==> config.mk <==
export PLATFORM = sky130hd
export DESIGN_NAME = multi_channel_gain_corrector_flat
export DESIGN_NICKNAME = d
export VERILOG_FILES = /design/src/rtl/gain_corr_pkg.sv /design/src/rtl/axi4_stream_if.sv /design/src/rtl/gain_corr_channel.sv /design/src/rtl/multi_channel_gain_corrector.sv /design/src/flat_wrapper.sv
export SDC_FILE = /design/constraint.sdc
export NUM_CORES = 1
export LEC_CHECK = 0
export CAP_MARGIN = 20
export CORE_MARGIN = 8
export CORE_UTILIZATION = 65
export CTS_BUF_LIST = sky130_fd_sc_hd__clkbuf_16
export DETAILED_ROUTE_END_ITERATION = 10
export GPL_TIMING_DRIVEN = 0
export PLACE_DENSITY_LB_ADDON = 0.1
export SLEW_MARGIN = 20
export SYNTH_ARGS = -nofsm -noshare
export SYNTH_HDL_FRONTEND = slang
export SYNTH_SLANG_ARGS = --single-unit
==> constraint.sdc <==
create_clock -name clk_i -period 17.81 [get_ports clk_i]
set_input_delay 5.343 -clock clk_i [delete_from_list [all_inputs] [get_ports clk_i]]
set_output_delay 5.343 -clock clk_i [all_outputs]
set_load 0.05 [all_outputs]
==> src/rtl/gain_corr_pkg.sv <==
// rtl/gain_corr_pkg.sv - shared widths, unity coefficient and saturating shift for gain correction
package gain_corr_pkg;

    localparam int AXIS_TUSER_WIDTH = 1;
    localparam int AXIS_TID_WIDTH   = 4;
    localparam int AXIS_TDEST_WIDTH = 4;

    function automatic int coef_width(input int int_width, input int fract_width);
        return int_width + fract_width;
    endfunction

    // Unity gain; a format without integer bits cannot hold 1.0.
    function automatic int fixed_one(input int int_width, input int fract_width);
        return (int_width > 0) ? (1 << fract_width) : 0;
    endfunction

    // Payload rounded up to whole bytes, as used by every video stream block.
    function automatic int tdata_width(input int payload_bits);
        return ((payload_bits + 7) / 8) * 8;
    endfunction

    // Shift right, then clamp to the largest out_width-bit unsigned value.
    function automatic logic [31:0] sat_shift_right(input logic [63:0] value, input int shift,
                                                    input int out_width);
        logic [63:0] shifted;
        logic [63:0] max_val;
        shifted = value >> shift;
        max_val = (64'd1 << out_width) - 64'd1;
        return (shifted > max_val) ? 32'(max_val) : 32'(shifted);
    endfunction

endpackage

==> src/rtl/axi4_stream_if.sv <==
// rtl/axi4_stream_if.sv - AXI4-Stream bundle with master/slave views
interface axi4_stream_if #(
    parameter int TDATA_WIDTH = 32,
    parameter int TUSER_WIDTH = gain_corr_pkg::AXIS_TUSER_WIDTH,
    parameter int TID_WIDTH   = gain_corr_pkg::AXIS_TID_WIDTH,
    parameter int TDEST_WIDTH = gain_corr_pkg::AXIS_TDEST_WIDTH
);
    logic [TDATA_WIDTH-1:0]   tdata;
    logic                     tvalid;
    logic                     tready;
    logic                     tlast;
    logic [TUSER_WIDTH-1:0]   tuser;
    logic [TDATA_WIDTH/8-1:0] tkeep;
    logic [TDATA_WIDTH/8-1:0] tstrb;
    logic [TID_WIDTH-1:0]     tid;
    logic [TDEST_WIDTH-1:0]   tdest;

    modport master (output tdata, tvalid, tlast, tuser, tkeep, tstrb, tid, tdest, input tready);
    modport slave  (input tdata, tvalid, tlast, tuser, tkeep, tstrb, tid, tdest, output tready);
endinterface

==> src/rtl/gain_corr_channel.sv <==
// rtl/gain_corr_channel.sv - one colour component: slice, multiply, round (GAIN_CORR_ROUNDING_EN) and saturate
module gain_corr_channel
    import gain_corr_pkg::*;
#(
    parameter int PX_WIDTH    = 10,
    parameter int COEF_WIDTH  = 14,
    parameter int FRACT_WIDTH = 10,
    parameter int TDATA_WIDTH = 32,
    parameter int CH_INDEX    = 0
) (
    input  logic                   clk_i,
    input  logic                   rst_i,
    input  logic                   load_mult_i,
    input  logic                   load_out_i,
    input  logic [TDATA_WIDTH-1:0] tdata_i,
    input  logic [COEF_WIDTH-1:0]  coef_i,
    output logic [PX_WIDTH-1:0]    px_o
);
    localparam int PROD_WIDTH = PX_WIDTH + COEF_WIDTH;

    logic [PX_WIDTH-1:0]   px;
    logic [PROD_WIDTH-1:0] prod;

    assign px = PX_WIDTH'(tdata_i >> (CH_INDEX * PX_WIDTH));

`ifdef GAIN_CORR_ROUNDING_EN
    // One extra bit so adding the half-LSB can never wrap.
    localparam logic [PROD_WIDTH:0] ROUND_HALF = (PROD_WIDTH + 1)'(1) << (FRACT_WIDTH - 1);
    logic [PROD_WIDTH:0] prod_adj;
    assign prod_adj = {1'b0, prod} + ROUND_HALF;
`else
    logic [PROD_WIDTH-1:0] prod_adj;
    assign prod_adj = prod;
`endif

    // Stage 1: full-precision product of pixel and coefficient.
    always_ff @(posedge clk_i or posedge rst_i) begin
        if (rst_i) begin
            prod <= '0;
        end else if (load_mult_i) begin
            prod <= PROD_WIDTH'(px) * PROD_WIDTH'(coef_i);
        end
    end

    // Stage 2: drop fractional bits and clamp to full scale.
    always_ff @(posedge clk_i or posedge rst_i) begin
        if (rst_i) begin
            px_o <= '0;
        end else if (load_out_i) begin
            px_o <= PX_WIDTH'(sat_shift_right(64'(prod_adj), FRACT_WIDTH, PX_WIDTH));
        end
    end

endmodule

==> src/rtl/multi_channel_gain_corrector.sv <==
// rtl/multi_channel_gain_corrector.sv - per-channel video gain with frame-aligned coefficient commit (GAIN_CORR_ROUNDING_EN selects rounding)
module multi_channel_gain_corrector
    import gain_corr_pkg::*;
#(
    parameter int PX_WIDTH    = 10,
    parameter int CHANNELS    = 3,
    parameter int FRACT_WIDTH = 10,
    parameter int INT_WIDTH   = 4,
    localparam int COEF_WIDTH = coef_width(INT_WIDTH, FRACT_WIDTH),
    localparam int CH_WIDTH   = (CHANNELS > 1) ? $clog2(CHANNELS) : 1
) (
    input  logic                  clk_i,
    input  logic                  rst_i,
    axi4_stream_if.slave          video_i,
    axi4_stream_if.master         video_o,
    input  logic                  coef_we_i,
    input  logic [CH_WIDTH-1:0]   coef_ch_i,
    input  logic [COEF_WIDTH-1:0] coef_data_i,
    input  logic                  coef_commit_i,
    output logic [COEF_WIDTH-1:0] coef_rd_o,
    output logic                  coef_pending_o
);
    localparam int TDATA_WIDTH = tdata_width(PX_WIDTH * CHANNELS);
    localparam int KEEP_WIDTH  = TDATA_WIDTH / 8;
    localparam logic [COEF_WIDTH-1:0] COEF_ONE = COEF_WIDTH'(fixed_one(INT_WIDTH, FRACT_WIDTH));

    logic s1_valid, out_valid, s1_ready, s2_ready, s2_load;
    logic accept, frame_commit, commit, ch_valid;

    logic [COEF_WIDTH-1:0] shadow     [CHANNELS];
    logic [COEF_WIDTH-1:0] active     [CHANNELS];
    logic [COEF_WIDTH-1:0] stage_coef [CHANNELS];
    logic [PX_WIDTH-1:0]   px_out     [CHANNELS];
    logic [TDATA_WIDTH-1:0] out_data;

    logic                        s1_last, out_last;
    logic [AXIS_TUSER_WIDTH-1:0] s1_user, out_user;
    logic [KEEP_WIDTH-1:0]       s1_keep, out_keep, s1_strb, out_strb;
    logic [AXIS_TID_WIDTH-1:0]   s1_id, out_id;
    logic [AXIS_TDEST_WIDTH-1:0] s1_dest, out_dest;

    assign s2_ready       = !out_valid || video_o.tready;
    assign s1_ready       = !s1_valid || s2_ready;
    assign s2_load        = s2_ready && s1_valid;
    assign video_i.tready = s1_ready;
    assign accept         = video_i.tvalid && s1_ready;
    assign frame_commit   = accept && video_i.tuser[0] && coef_pending_o;
    assign commit         = frame_commit || coef_commit_i;
    assign ch_valid       = int'(coef_ch_i) < CHANNELS;

    // A start-of-frame commit must already apply to the beat that triggers it.
    always_comb begin
        for (int k = 0; k < CHANNELS; k++) begin
            stage_coef[k] = frame_commit ? shadow[k] : active[k];
        end
    end

    // Shadow/active coefficient banks and the pending flag.
    always_ff @(posedge clk_i or posedge rst_i) begin
        if (rst_i) begin
            for (int k = 0; k < CHANNELS; k++) begin
                shadow[k] <= COEF_ONE;
                active[k] <= COEF_ONE;
            end
            coef_pending_o <= 1'b0;
        end else begin
            if (commit) begin
                for (int k = 0; k < CHANNELS; k++) begin
                    active[k] <= shadow[k];
                end
            end
            if (coef_we_i && ch_valid) begin
                shadow[coef_ch_i] <= coef_data_i;
                coef_pending_o    <= 1'b1;
            end else if (commit) begin
                coef_pending_o <= 1'b0;
            end
        end
    end

    // Registered readback of the active coefficient, tracking a commit in the same cycle.
    always_ff @(posedge clk_i or posedge rst_i) begin
        if (rst_i) begin
            coef_rd_o <= COEF_ONE;
        end else if (!ch_valid) begin
            coef_rd_o <= '0;
        end else if (commit) begin
            coef_rd_o <= shadow[coef_ch_i];
        end else begin
            coef_rd_o <= active[coef_ch_i];
        end
    end

    // Two-slot valid pipeline carrying the sideband alongside the channel datapaths.
    always_ff @(posedge clk_i or posedge rst_i) begin
        if (rst_i) begin
            s1_valid  <= 1'b0;
            out_valid <= 1'b0;
            s1_last   <= 1'b0;
            s1_user   <= '0;
            s1_keep   <= '0;
            s1_strb   <= '0;
            s1_id     <= '0;
            s1_dest   <= '0;
            out_last  <= 1'b0;
            out_user  <= '0;
            out_keep  <= '0;
            out_strb  <= '0;
            out_id    <= '0;
            out_dest  <= '0;
        end else begin
            if (s1_ready) begin
                s1_valid <= video_i.tvalid;
            end
            if (accept) begin
                s1_last <= video_i.tlast;
                s1_user <= video_i.tuser;
                s1_keep <= video_i.tkeep;
                s1_strb <= video_i.tstrb;
                s1_id   <= video_i.tid;
                s1_dest <= video_i.tdest;
            end
            if (s2_ready) begin
                out_valid <= s1_valid;
            end
            if (s2_load) begin
                out_last <= s1_last;
                out_user <= s1_user;
                out_keep <= s1_keep;
                out_strb <= s1_strb;
                out_id   <= s1_id;
                out_dest <= s1_dest;
            end
        end
    end

    for (genvar k = 0; k < CHANNELS; k++) begin : g_ch
        gain_corr_channel #(
            .PX_WIDTH    (PX_WIDTH),
            .COEF_WIDTH  (COEF_WIDTH),
            .FRACT_WIDTH (FRACT_WIDTH),
            .TDATA_WIDTH (TDATA_WIDTH),
            .CH_INDEX    (k)
        ) u_ch (
            .clk_i       (clk_i),
            .rst_i       (rst_i),
            .load_mult_i (accept),
            .load_out_i  (s2_load),
            .tdata_i     (video_i.tdata),
            .coef_i      (stage_coef[k]),
            .px_o        (px_out[k])
        );
    end

    // Pack channel results; padding above the last channel stays zero.
    always_comb begin
        out_data = '0;
        for (int k = 0; k < CHANNELS; k++) begin
            out_data[k*PX_WIDTH +: PX_WIDTH] = px_out[k];
        end
    end

    assign video_o.tvalid = out_valid;
    assign video_o.tdata  = out_data;
    assign video_o.tlast  = out_last;
    assign video_o.tuser  = out_user;
    assign video_o.tkeep  = out_keep;
    assign video_o.tstrb  = out_strb;
    assign video_o.tid    = out_id;
    assign video_o.tdest  = out_dest;

endmodule

==> src/flat_wrapper.sv <==
// flat-port wrapper written by rule: the top's interface ports become plain ports
module multi_channel_gain_corrector_flat import gain_corr_pkg::*;
#(
    parameter int PX_WIDTH    = 10,
    parameter int CHANNELS    = 3,
    parameter int FRACT_WIDTH = 10,
    parameter int INT_WIDTH   = 4,
    localparam int COEF_WIDTH = coef_width(INT_WIDTH, FRACT_WIDTH),
    localparam int CH_WIDTH   = (CHANNELS > 1) ? $clog2(CHANNELS) : 1
)
  (clk_i, rst_i, coef_we_i, coef_ch_i, coef_data_i, coef_commit_i, coef_rd_o, coef_pending_o, video_i_tdata, video_i_tvalid, video_i_tlast, video_i_tuser, video_i_tkeep, video_i_tstrb, video_i_tid, video_i_tdest, video_i_tready, video_o_tdata, video_o_tvalid, video_o_tlast, video_o_tuser, video_o_tkeep, video_o_tstrb, video_o_tid, video_o_tdest, video_o_tready);
  axi4_stream_if #(.TDATA_WIDTH(32)) video_i_i ();
  axi4_stream_if #(.TDATA_WIDTH(32)) video_o_i ();
  input  logic clk_i;
  input  logic rst_i;
  input  logic coef_we_i;
  input  logic [CH_WIDTH-1:0] coef_ch_i;
  input  logic [COEF_WIDTH-1:0] coef_data_i;
  input  logic coef_commit_i;
  output logic [COEF_WIDTH-1:0] coef_rd_o;
  output logic coef_pending_o;
  input wire logic [$bits(video_i_i.tdata)-1:0] video_i_tdata;
  input wire logic [$bits(video_i_i.tvalid)-1:0] video_i_tvalid;
  input wire logic [$bits(video_i_i.tlast)-1:0] video_i_tlast;
  input wire logic [$bits(video_i_i.tuser)-1:0] video_i_tuser;
  input wire logic [$bits(video_i_i.tkeep)-1:0] video_i_tkeep;
  input wire logic [$bits(video_i_i.tstrb)-1:0] video_i_tstrb;
  input wire logic [$bits(video_i_i.tid)-1:0] video_i_tid;
  input wire logic [$bits(video_i_i.tdest)-1:0] video_i_tdest;
  output wire logic [$bits(video_i_i.tready)-1:0] video_i_tready;
  output wire logic [$bits(video_o_i.tdata)-1:0] video_o_tdata;
  output wire logic [$bits(video_o_i.tvalid)-1:0] video_o_tvalid;
  output wire logic [$bits(video_o_i.tlast)-1:0] video_o_tlast;
  output wire logic [$bits(video_o_i.tuser)-1:0] video_o_tuser;
  output wire logic [$bits(video_o_i.tkeep)-1:0] video_o_tkeep;
  output wire logic [$bits(video_o_i.tstrb)-1:0] video_o_tstrb;
  output wire logic [$bits(video_o_i.tid)-1:0] video_o_tid;
  output wire logic [$bits(video_o_i.tdest)-1:0] video_o_tdest;
  input wire logic [$bits(video_o_i.tready)-1:0] video_o_tready;
  assign video_i_i.tdata = video_i_tdata;
  assign video_i_i.tvalid = video_i_tvalid;
  assign video_i_i.tlast = video_i_tlast;
  assign video_i_i.tuser = video_i_tuser;
  assign video_i_i.tkeep = video_i_tkeep;
  assign video_i_i.tstrb = video_i_tstrb;
  assign video_i_i.tid = video_i_tid;
  assign video_i_i.tdest = video_i_tdest;
  assign video_i_tready = video_i_i.tready;
  assign video_o_tdata = video_o_i.tdata;
  assign video_o_tvalid = video_o_i.tvalid;
  assign video_o_tlast = video_o_i.tlast;
  assign video_o_tuser = video_o_i.tuser;
  assign video_o_tkeep = video_o_i.tkeep;
  assign video_o_tstrb = video_o_i.tstrb;
  assign video_o_tid = video_o_i.tid;
  assign video_o_tdest = video_o_i.tdest;
  assign video_o_i.tready = video_o_tready;
  multi_channel_gain_corrector #(.PX_WIDTH(PX_WIDTH), .CHANNELS(CHANNELS), .FRACT_WIDTH(FRACT_WIDTH), .INT_WIDTH(INT_WIDTH)) u_core (.clk_i(clk_i), .rst_i(rst_i), .video_i(video_i_i), .video_o(video_o_i), .coef_we_i(coef_we_i), .coef_ch_i(coef_ch_i), .coef_data_i(coef_data_i), .coef_commit_i(coef_commit_i), .coef_rd_o(coef_rd_o), .coef_pending_o(coef_pending_o));
endmodule
# [After elaboration in Yosys (flattened, before gate mapping)]
# Index checks and enable logic that the tools add are counted.
[totals] ramBits=0 regBits=239 input_bits=72 word_cells=69 output_inout_bits=67 mem_count=0 latch_bits=0 romBits=0
[classes] n_div=0 muxes=19 n_addsub=0 n_shift=0 reduce_logical=12 eq_ne=0 order_cmp=6 mul=3 bitwise=1
[op_table] cell="2-to-1 mux 14 bit" count=10
[op_table] cell="multiplier 10 x 14 -> 24 bit" count=3
[op_table] cell="binary-select mux 14 bit (select 2 bit)" count=2
[op_table] cell="bitwise mux 42 bit" count=1
[op_table] cell="greater-than comparator 14 x 10 -> 1 bit, second input constant" count=3
[op_table] cell="2-to-1 mux 10 bit" count=3
[op_table] cell="demux 14 bit (select 2 bit)" count=1
[op_table] cell="logical AND 1 bit" count=6
[op_table] cell="greater-or-equal comparator 3 bit, second input constant" count=1
[op_table] cell="logical OR 1 bit" count=3
[op_table] cell="less-than comparator 3 x 1 -> 1 bit, second input constant" count=1
[op_table] cell="inverter 2 -> 3 bit" count=1
[op_table] cell="zero test 1 bit" count=2
[op_table] cell="less-than comparator 2 bit, second input constant" count=1
[op_table] cell="2-to-1 mux 1 bit" count=2
[op_table] cell="nonzero test 2 bit" count=1

# [Longest topological paths before layout]
[logic_depth] word_depth=9 mapped_depth=26 ltp_nobuf=23

# [Modules after synthesis]
# A second synthesis with hierarchy kept.
[hier_totals] cells_unflattened=2275 hier_area_um2=22292.6
[by_module_without_submodules] mod="multi_channel_gain_corrector" seq_area_each_um2=3437.0 area_per_inst_um2=6367.4 cells_each=546 instances=1
[by_module_without_submodules] mod="gain_corr_channel (u_core.g_ch[1].u_ch)" seq_area_each_um2=600.6 area_per_inst_um2=5382.7 cells_each=590 instances=1
[by_module_without_submodules] mod="gain_corr_channel (u_core.g_ch[0].u_ch)" seq_area_each_um2=600.6 area_per_inst_um2=5326.4 cells_each=583 instances=1
[by_module_without_submodules] mod="gain_corr_channel (u_core.g_ch[2].u_ch)" seq_area_each_um2=600.6 area_per_inst_um2=5216.3 cells_each=556 instances=1

# [Worst setup path before layout]
# Ideal clock, no wire load.
[synth_path] path_type="input to register" startpoint="input port video_o_tready" endpoint="register u_core.g_ch[0].u_ch.prod[23]" path_slack_ns=6.181 arrival_ns=11.558 path_buffers=2 setup_time_ns=0.071 stages=23 path_cell_list="and3b_1 -> buf_6 -> nor2_1 -> clkbuf_1 -> mux2_2 -> and2_1 -> fa_1 -> fa_1 -> inv_1 -> fa_1 -> inv_1 -> fa_1 -> inv_1 -> fa_1 -> inv_1 -> ha_1 -> a211o_1 -> a211o_1 -> nor4_4 -> o211ai_2 -> a221o_1 -> or4_1 -> nand4_1"
[synth_between] elab_chain_len=7
[synth_lines] element="start, declared" line_no="flat_wrapper.sv:39" source="input wire logic [$bits(video_o_i.tready)-1:0] video_o_tready;"
[synth_lines] element="logical OR 1 bit (*)" line_no="multi_channel_gain_corrector.sv:42" source="assign s2_ready = !out_valid || video_o.tready;"
[synth_lines] element="logical OR 1 bit (*)" line_no="multi_channel_gain_corrector.sv:43" source="assign s1_ready = !s1_valid || s2_ready;"
[synth_lines] element="logical AND 1 bit (*)" line_no="multi_channel_gain_corrector.sv:46" source="assign accept = video_i.tvalid && s1_ready;"
[synth_lines] element="logical AND 1 bit (2 in series)" line_no="multi_channel_gain_corrector.sv:47" source="assign frame_commit = accept && video_i.tuser[0] && coef_pending_o;"
[synth_lines] element="2-to-1 mux 14 bit" line_no="multi_channel_gain_corrector.sv:54" source="stage_coef[k] = frame_commit ? shadow[k] : active[k];"
[synth_lines] element="multiplier 10 x 14 -> 24 bit" line_no="gain_corr_channel.sv:41" source="prod <= PROD_WIDTH'(px) * PROD_WIDTH'(coef_i);"
[synth_lines] element="end signal, assigned" line_no="gain_corr_channel.sv:41"
[synth_lines] element="end, declared" line_no="gain_corr_channel.sv:22" source="logic [PROD_WIDTH-1:0] prod;"
# Mark *: on every way between the ends. The rest lies on a longest branch, timed or not.
# A chain may end at the register's enable or synchronous reset.

# [Final worst setup path]
[layout_path] startpoint="input port video_i_tvalid" endpoint="register u_core.g_ch[2].u_ch.prod[23]"
[layout_between] elab_chain_len=5
[layout_lines] element="start, declared" line_no="flat_wrapper.sv:23" source="input wire logic [$bits(video_i_i.tvalid)-1:0] video_i_tvalid;"
[layout_lines] element="logical AND 1 bit (*)" line_no="multi_channel_gain_corrector.sv:46"
[layout_lines] element="logical AND 1 bit (2 in series)" line_no="multi_channel_gain_corrector.sv:47"
[layout_lines] element="2-to-1 mux 14 bit" line_no="multi_channel_gain_corrector.sv:54"
[layout_lines] element="multiplier 10 x 14 -> 24 bit" line_no="gain_corr_channel.sv:41"
[layout_lines] element="end signal, assigned" line_no="gain_corr_channel.sv:41"
[layout_lines] element="end, declared" line_no="gain_corr_channel.sv:22"
# Marked as above.

==> metrics <==
fin util=0.7453; Placer Congestion=0.9104; Tot GR Track Use=0.2997; Post-CTS Setup Repair Bufs=0; Worst-path clk slew=0.06 ns; crit path kind=in2reg; Hold Path Depth=1; startpoint types=input port; fin crit period=13.00 ns; Worst Hold Class=reg2reg; pin count of the biggest net entering global routing=99; final instance area=24190 sq um; layout cells sized above 1=0.06449; Synth Area per Inst=9.566 sq um; Core ar.=32450 sq um; post-DP HPWL=45790 um; total grt overflow=0; Die H=197.4 um; Max Transition Viols Final=0; clk sinks=209; # IOs=139; crit-path max FO=10; detailed-route wire length per cell=20.01 um; Hold Buf Count CTS=0; skew final=0.03270 ns; CTS root buffer=clkbuf_16; Max Clk Rate=0.07692 GHz; Bufs and invs on worst path=7; worst path arrival time=13.45 ns; maximum clock path buffer count=3; Area Growth Syn to Fin=13.08%; final wirelength=57270 um; number of synthesized flops with an enable pin=0; CP Data Required Time=18.26 ns; clk_lat worst skew=0.55 ns; Slew @ Worst Pin=1.166 ns; fin cells=2862; total number of vias=16750; Setup crit end kind=flop; critical path's most frequent cell=fa_1; Seq cells post-synth=209; post-route ant nets=0; Site Rows=66; via density per instance=5.851; Main synth FF type=dfrtp_1; number of global-route vias before repair=17650; slowest cell delay on critical path=0.67 ns; Post-layout nets=2923; Final TNS setup=0 ns; Max-slew headroom=0.2174; top cells by area, synth=fa_1 26%, dfrtp_1 24%, ha_1 10%; yosys warns=0; Final Setup Violations=0; htree depth=1; cell type with the largest total area after synthesis=fa_1; unrepaired setup endpoints after global routing=no; TritonCTS Buffers=25; Synth Cell Area=21390 sq um; # DRC=0; reg2reg path depth=24; placed cell count=2815; first-pass GRT wire length=92650 um; final worst-path cycle share=0.7300; CTS tree=built; Critical Path Stages=25; DP Area=23350 sq um; Syn Inst Count=2236; outcome=finished clean; die area=38970 sq um; Starting Density=0.6591; input/output buffers=134; commonest non-fill, non-tap cell in the layout=nand2_1; max-cap violation count=0; top cell type's share of synthesized area=0.2611; most frequent cells in the layout=443 x nand2_1, 297 x inv_1, 279 x fa_1, 202 x dfrtp_1, 184 x and2_1; initial antenna violation count=2; Die W=197.4 um; CP top delay family=adder cells; post-CTS sizing=0; Synth async-reset ratio=1.000; Final Hold Viols=0; Iteration-0 DRC Markers=1361; CP max stage cell=clkdlybuf4s50_1; Distinct cells, synth=70; Seq/Total Area, Yosys=0.2449; DRT Pass-1 Iters=9
-- layout make-up --
cell class,count,area (sq um)
Multi-Input combinational cell,1650,14720
Timing Repair Buffer,137,1401
Fill cell,2393,8265
Buffer,84,334.1
Antenna cell,1,2.502
Clock buffer,25,625.6
Clock inverter,20,200.2
Inverter,294,1114
Tap cell,442,553.0
Sequential cell,209,5239
-- per-layer routing --
metal	track usage	routed length, um
met4	0.1131	2110
met3	0.06167	4462
met2	0.4902	27400
met1	0.3909	23210
met5	0	79
-- cell families after synthesis --
logic type / Yosys count / synth area share
mux: 94 / 0.04931
fa+ha+maj: 450 / 0.3611
simple gates: 781 / 0.1745
xor+xnor: 24 / 0.009827
other cells: 1 / 0.0001753
buf+inv: 378 / 0.06733
compound gates: 299 / 0.09283
flops: 209 / 0.2449
-- cells in the mapped netlist, types with 16 or more instances --
cell type	number
nand2b_1	19
a21o_1	16
a21oi_1	66
nand2_1	443
o21ai_0	26
o22a_1	31
nor2_1	21
ha_1	171
and2_1	184
clkbuf_1	70
fa_1	279
dfrtp_1	202
nand3_1	22
nor2b_1	21
o21bai_1	21
o21ai_1	50
inv_1	293
mux2_2	90
-- worst paths after layout --
path / endpoint / startpoint / slack (ns)
setup / recovery: u_core.g_ch[2].u_ch.prod[23] / video_i_tvalid / 4.81
hold / removal: u_core.g_ch[0].u_ch.px_o[9] / u_core.g_ch[0].u_ch.prod[19] / 0.47
setup reg to reg: u_core.g_ch[2].u_ch.prod[23] / u_core.coef_pending_o / 9.85
hold reg to reg: u_core.g_ch[0].u_ch.px_o[9] / u_core.g_ch[0].u_ch.prod[19] / 0.47
max in group asynchronous: u_core.active[24] / rst_i / 11.52
min in group asynchronous: u_core.s1_dest[3] / rst_i / 5.12
-- flip-flops by register name (all words and copies together), names as in the netlist --
signal / cells
u_core.active: 42
u_core.g_ch.u_ch.prod: 42
u_core.shadow: 42
u_core.g_ch.u_ch.px_o: 30
u_core.coef_rd_o: 14
u_core.s1_dest: 4
u_core.s1_id: 4
u_core.s1_keep: 4
u_core.s1_strb: 4
u_core.video_o.tdest: 4
u_core.video_o.tid: 4
u_core.video_o.tkeep: 4
u_core.video_o.tstrb: 4
u_core.coef_pending_o: 1
u_core.s1_last: 1
u_core.s1_user: 1
u_core.s1_valid: 1
u_core.video_o.tlast: 1
u_core.video_o.tuser: 1
u_core.video_o.tvalid: 1
-- through the flow --
stage,setup WS (ns),hold slack (ns)
final,4.809,0.4681
after global routing,4.494,0.4914
after global placement,4.218,0.4508
after floorplan,6.181,0.4401
after CTS,4.975,0.4613
after detailed placement,4.506,0.4631
Power is left out: the tool's default activity adds up to more than one toggle a clock period on the data nets, which glitch-free logic cannot reach.
